==> config.mk <==
export PLATFORM = sky130hd
export DESIGN_NAME = neuron_accum_thresh
export DESIGN_NICKNAME = d
export VERILOG_FILES = /design/src/rtl/neuron_accum_thresh.sv
export SDC_FILE = /design/constraint.sdc
export NUM_CORES = 1
export LEC_CHECK = 0
export BUFFER_PORTS_ARGS = -buffer_cell sky130_fd_sc_hd__buf_2
export CAP_MARGIN = 20
export CORE_ASPECT_RATIO = 1.1
export CORE_UTILIZATION = 58
export DETAILED_ROUTE_END_ITERATION = 8
export HOLD_SLACK_MARGIN = 0.1
export PLACE_DENSITY_LB_ADDON = 0.1
export SYNTH_ARGS = -nofsm -noshare
export SYNTH_HDL_FRONTEND = slang
export SYNTH_SLANG_ARGS = --single-unit
==> constraint.sdc <==
create_clock -name clk -period 5 [get_ports clk]
set_input_delay 1.5 -clock clk [delete_from_list [all_inputs] [get_ports clk]]
set_output_delay 1.5 -clock clk [all_outputs]
set_load 0.005 [all_outputs]
==> src/rtl/neuron_accum_thresh.sv <==
// Accumulates signed adder-tree partial sums for one neuron and thresholds the total into an activation bit.
// Define ACC_SAT_EN to saturate each accumulator add instead of wrapping.
module neuron_accum_thresh #(
  parameter int WIDTH_IN  = 8,
  parameter int ACC_W     = WIDTH_IN + 16,
  parameter int MAX_BEATS = 64
) (
  input  logic                       clk,
  input  logic                       rst_n,
  input  logic                       in_valid,
  output logic                       in_ready,
  input  logic signed [WIDTH_IN+10:0] in_sum,
  input  logic                       in_last,
  input  logic signed [ACC_W-1:0]    threshold,
  output logic                       out_valid,
  input  logic                       out_ready,
  output logic                       out_bit,
  output logic signed [ACC_W-1:0]    out_acc,
  output logic                       err_ovf
);

  localparam int CNT_W = $clog2(MAX_BEATS + 1);

  typedef enum logic [1:0] {IDLE, ACC, DONE} state_t;

  state_t                  state_q, state_d;
  logic signed [ACC_W-1:0] acc_q, acc_d;
  logic signed [ACC_W-1:0] thr_q, thr_d;
  logic signed [ACC_W-1:0] out_acc_q, out_acc_d;
  logic [CNT_W-1:0]        cnt_q, cnt_d;
  logic                    out_bit_q, out_bit_d;
  logic                    err_q, err_d;
  logic                    beat;

  function automatic logic signed [ACC_W-1:0] sext_in(input logic signed [WIDTH_IN+10:0] s);
    return ACC_W'(s);
  endfunction

  function automatic logic signed [ACC_W-1:0] acc_add(input logic signed [ACC_W-1:0] a,
                                                      input logic signed [ACC_W-1:0] b);
    logic signed [ACC_W-1:0] s;
    s = a + b;
`ifdef ACC_SAT_EN
    // Overflow only when both operands share a sign the result lacks.
    if ((a[ACC_W-1] == b[ACC_W-1]) && (s[ACC_W-1] != a[ACC_W-1]))
      s = a[ACC_W-1] ? {1'b1, {(ACC_W-1){1'b0}}} : {1'b0, {(ACC_W-1){1'b1}}};
`endif
    return s;
  endfunction

  assign in_ready  = (state_q == DONE) ? out_ready : 1'b1;
  assign beat      = in_valid && in_ready;
  assign out_valid = (state_q == DONE);
  assign out_bit   = out_bit_q;
  assign out_acc   = out_acc_q;
  assign err_ovf   = err_q;

  always_comb begin
    state_d   = state_q;
    acc_d     = acc_q;
    thr_d     = thr_q;
    cnt_d     = cnt_q;
    out_acc_d = out_acc_q;
    out_bit_d = out_bit_q;
    err_d     = err_q;

    if ((state_q == DONE) && out_ready && !in_valid)
      state_d = IDLE;

    if (beat) begin
      if (state_q == ACC) begin
        acc_d = acc_add(acc_q, sext_in(in_sum));
        // Count saturates at MAX_BEATS; any further beat is an overrun.
        if (cnt_q == CNT_W'(MAX_BEATS))
          err_d = 1'b1;
        else
          cnt_d = cnt_q + 1'b1;
      end else begin
        acc_d = sext_in(in_sum);
        thr_d = threshold;
        cnt_d = CNT_W'(1);
      end

      if (in_last) begin
        state_d   = DONE;
        out_acc_d = acc_d;
        out_bit_d = (acc_d >= thr_d);
      end else begin
        state_d = ACC;
      end
    end
  end

  always_ff @(posedge clk or negedge rst_n) begin
    if (!rst_n) begin
      state_q   <= IDLE;
      acc_q     <= '0;
      thr_q     <= '0;
      cnt_q     <= '0;
      out_acc_q <= '0;
      out_bit_q <= 1'b0;
      err_q     <= 1'b0;
    end else begin
      state_q   <= state_d;
      acc_q     <= acc_d;
      thr_q     <= thr_d;
      cnt_q     <= cnt_d;
      out_acc_q <= out_acc_d;
      out_bit_q <= out_bit_d;
      err_q     <= err_d;
    end
  end

endmodule
# After elaboration in Yosys (flattened, before gate mapping)
# Index checks and enable logic that the tools add are counted.
dict set report op_classes {
  add_sub_neg 2
  order_cmp 1
  n_eq_ne 4
  mux 10
  n_reduce_logical 8
}
# operator n
set op_table {}
lappend op_table {{24-bit 2-to-1 mux} 4}
lappend op_table {{24-bit by 19-bit adder with 24-bit output} 1}
lappend op_table {{24-bit >= comparator} 1}
lappend op_table {{7-bit 2-to-1 mux} 2}
lappend op_table {{7-bit by 1-bit adder with 7-bit output, second input constant} 1}
lappend op_table {{7-bit equality test, second input constant} 1}
lappend op_table {{2-bit 2-to-1 mux} 3}
lappend op_table {{2-bit AND reduction} 2}
lappend op_table {{1-bit logical AND} 3}
lappend op_table {{3-bit AND reduction} 1}
lappend op_table {{2-bit by 1-bit equality test with 1-bit output, second input constant} 1}
lappend op_table {{2-bit equality test, second input constant} 1}
lappend op_table {{2-bit != test, second input constant} 1}
lappend op_table {{2-bit nonzero test} 1}
lappend op_table {{1-bit logical NOT} 1}
lappend op_table {{1-bit 2-to-1 mux} 1}
dict set report word_totals {
  register_bits 83
  inputBits 48
  out_inout_bits 28
}

# Depth between registers and ports, before layout
dict set report logic_depth {
  ltp_word 5
  depth_mapped 19
  depth_no_buf 19
}

# Worst setup path before layout
# Ideal clock, no wire load.
dict set report synth_timing {
  path_kind {in2reg}
  from {input port in_sum[0]}
  to {register out_bit_q, in the netlist out_bit}
  setup_time_ns 0.130
  arrival_time_ns 4.665
  t_required_ns 4.870
  path_slack_ns 0.206
  path_stages 19
  n_path_buf 0
  path_cell_list {ha_1 -> inv_1 -> fa_1 -> and2b_1 -> o211ai_1 -> a2111oi_2 -> o211ai_2 -> a21oi_1 -> a41o_1 -> a31oi_1 -> mux2i_1 -> nand2_1 -> ha_1 -> a21o_1 -> a21o_1 -> a21oi_1 -> o21ai_0 -> o21ai_0 -> a31oi_1}
}
dict set report synth_between {
  elab_chain_cells 4
}
# item line_no
set synth_lines {}
lappend synth_lines {{start, declared} 12} ;# input logic signed [WIDTH_IN+10:0] in_sum,
lappend synth_lines {{24-bit by 19-bit adder with 24-bit output} 42} ;# s = a + b;
lappend synth_lines {{24-bit 2-to-1 mux (*)} 71} ;# if (state_q == ACC) begin
lappend synth_lines {{24-bit 2-to-1 mux (*)} 70} ;# if (beat) begin
lappend synth_lines {{24-bit >= comparator (*)} 87} ;# out_bit_d = (acc_d >= thr_d);
lappend synth_lines {{end signal, assigned} 109} ;# out_bit_q <= out_bit_d;
lappend synth_lines {{end, declared} 31} ;# logic out_bit_q, out_bit_d;
# Mark *: on every way between the ends. The rest lies on a longest branch, timed or not. The select of a mux whose other input is x is not followed.
# A chain may end at the register's enable or synchronous reset.

# Final worst setup path
# Ends and elaborated chain as after synthesis.

==> metrics <==
status=finished clean; Largest delay share family, worst path=compound AO/OA/AOI/OAI gates; Synth Register Bits=83; Hold Fails Final Rpt=0; Post-synth top flop=dfrtp_1; Final ANT Viol Nets=0; Worst R2R Setup Slack=1040 ps; GRT Total Usage=28.5%; Worst Setup Start Kind=input pin; DIE WIDTH=93.8 microns; Worst EP arrival=5100 ps; Synth warnings=0; Most common cell on crit path=a31oi_1; Starting Density=60.3%; Sum Neg Setup Slack=0 ps; clock-pin transition on the worst setup and hold timing paths=80 ps; Pwr Total=2800 uW; Post-Syn Instances=616; FF-to-FF Start=acc_q[0]; Rows=36; Setup Crit Path Kind=input pin to flip-flop; library cells used by synthesis=50; via count=4658; Final Max Tran Viols=0; P_leak=0.00317 uW; hold depth=2; initial antenna violation count=0; Antenna diodes=0; drt total wl=12900 microns; hold slack=475 ps; CTS tree=yes; Min-Delay Path Class=flip-flop to flip-flop; Layout area overhead=16.5%; most common cell after layout, fill and taps aside=nand2_1; drt wl/cell=15.7 microns; root buf cell=clkbuf_8; critical path cell sequence=buf_2, ha_1, inv_1, fa_2, and2b_1, o211ai_1, a2111oi_4, o211ai_2, a211oi_2, or2_4, a311oi_2, mux2i_1, nand2_1, ha_4, nand4_1, nor2_2, nor2_1, a31oi_1, o21ai_1, a31oi_1; R2R cell count=19; H-Tree Depth=3; Max stage delay on crit path=330 ps; Num Clock Sinks=83; Nets=800; Overflow after GRT=0; VDD IR max=219 uV; Placer Congestion=0.930; CTS Buffer Depth=2; CP endpoint kind=flip-flop; DRC viols=0; 1st-iter DRT viols=182; die height=103 microns; Worst-Skew Late Latency=370 ps; vias in the first global route=4515; # IOs=76; Syn Nets=714; Pwr Density=447 nW/um^2; Mapped Area=5380 sq um; worst-margin pin slew=1000 ps; Post-synth EDFFs=0; Min-Delay Endpoint=out_acc[10]; Mean Syn Cell Area=8.73 sq um; share of synthesized flip-flops with an asynchronous set or reset=100%; layout cells sized above 1=20.7%; leading cell types in the layout, fill and taps excluded=nand2_1, dfrtp_1, buf_2; PortBufs=75; min-delay src=out_acc[10]; crit path max fanout=3; CP Buf/Inv Count=2; RR Endpoint=out_bit; core area=8920 sq um; first-pass GRT wire length=20900 microns; DR pass1 iterations=4; Max Cap Viol=0; fin crit period=4800 ps; number of buffers created by CTS=9; Final setup viols=0; fin crit share=96.0%; largest net degree at the start of global routing=84; clk_skew=4.08 ps; Die Footprint=9660 sq um; Critical Path RT=5300 ps; Via density=5.67; max frequency=208 MHz; max_slew headroom=33.0%; DP Wirelength=9190 microns; sequential fraction of the synthesis area=38.6%; slowest cell on the critical path=o211ai_1
cells in the mapped netlist (2+ instances only):
| master | n | share of area, % |
|---|---|---|
| ha_1 | 49 | 11 |
| a31oi_1 | 13 | 1.5 |
| a21o_1 | 15 | 2.1 |
| dfrtp_1 | 83 | 39 |
| and2_1 | 3 | 0.35 |
| nand2b_1 | 9 | 1.0 |
| o21bai_1 | 3 | 0.42 |
| buf_6 | 2 | 0.42 |
| xor2_1 | 5 | 0.81 |
| o21ai_0 | 72 | 6.7 |
| o21ai_2 | 2 | 0.33 |
| clkbuf_1 | 19 | 1.3 |
| nor2_1 | 33 | 2.3 |
| xnor2_1 | 12 | 2.0 |
| mux2i_1 | 28 | 5.2 |
| a211oi_1 | 3 | 0.42 |
| nor3_1 | 5 | 0.47 |
| nand2_1 | 132 | 9.2 |
| a21o_2 | 2 | 0.33 |
| nor2b_1 | 5 | 0.58 |
| nand4_1 | 9 | 1.0 |
| and2_2 | 3 | 0.42 |
| nand3_1 | 8 | 0.74 |
| and3_1 | 5 | 0.58 |
| a21oi_1 | 40 | 3.7 |
| or3_1 | 2 | 0.23 |
| o2111ai_1 | 2 | 0.33 |
| inv_1 | 17 | 1.2 |
| o21a_1 | 3 | 0.42 |
| mux2_2 | 5 | 1.0 |
| clkbuf_2 | 2 | 0.19 |
| clkbuf_8 | 4 | 1.0 |
| o31ai_1 | 4 | 0.56 |
how the worst max path moves through the flow:
stage / start / to / slack (ps) / cells after the start
after floorplan: in_sum[0] / out_bit / 210 / 19
after global placement: in_sum[0] / out_bit / -90 / 20
after detailed placement: in_sum[0] / out_bit / -270 / 19
after CTS: in_sum[0] / out_bit / 90 / 19
after global routing: in_sum[0] / out_bit / -1 / 20
final: in_sum[0] / out_bit / 200 / 20
through the flow:
| step | setup WS [ps] | utilization, % | instance area, sq um | instances |
|---|---|---|---|---|
| after global routing | -1.44 | 70.3 | 6270 | 821 |
| after CTS | 92.5 | 68.9 | 6150 | 814 |
| after detailed placement | -273 | 66.2 | 5900 | 798 |
| after global placement | -90.2 | 66.2 | 5900 | 798 |
| final | 198 | 70.3 | 6270 | 821 |
| after floorplan | 206 | - | 5380 | 616 |
power breakdown:
| part | internal (uW) | switching [uW] |
|---|---|---|
| logic | 574 | 697 |
| registers | 838 | 100 |
| clock network | 344 | 248 |
worst register-to-register path, stage by stage (launching register included):
cell       delay [ps]
dfrtp_1           390
ha_1              200
inv_1              70
fa_2              180
and2b_1           190
o211ai_1          330
a2111oi_4         140
o211ai_2          270
a211oi_2          100
or2_4             260
a311oi_2          270
mux2i_1           280
nand2_1           160
ha_4              310
nand4_1           120
nor2_2            130
nor2_1             50
a31oi_1           170
o21ai_1            90
a31oi_1           160
routing by layer:
metal,up-vias,GRT usage (%),part of all wire [%]
met5,-,0,0
met4,0,12.8,3.5
met3,33,4.50,3.2
met2,108,48.7,49
met1,2188,35.7,44
li1,2329,-,-
flip-flops by register name, indices dropped and copies added, names as in the netlist:
| name | cells |
|---|---|
| err_ovf | 1 |
| thr_q | 24 |
| out_bit | 1 |
| cnt_q | 7 |
| state_q | 2 |
| out_acc | 24 |
| acc_q | 24 |
cell type report:
| cell class | instances | area, sq um |
|---|---|---|
| sequential | 83 | 2080 |
| tap | 114 | 143 |
| fill | 706 | 2650 |
| inverter | 17 | 63.8 |
| clock inverter | 5 | 100 |
| timing repair buffer | 103 | 608 |
| clock buffer | 11 | 141 |
| multi-input combinational | 488 | 3130 |
repair_timing:
| item | in CTS | in global routing |
|---|---|---|
| hold buffers | 0 | 0 |
| setup endpoints to repair | 0 | 1 |
| buffers inserted | 0 | 6 |
| resized for setup | 0 | 10 |
cells by family after synthesis:
kind of cell,Yosys count,share of synthesized area [%]
simple gates,221,18.0
compound gates,167,18.3
flops,83,38.6
fa+ha+maj,50,11.8
buf+inv,45,4.23
mux,33,6.26
xor+xnor,17,2.77
Power figures use the tool's default switching activity.
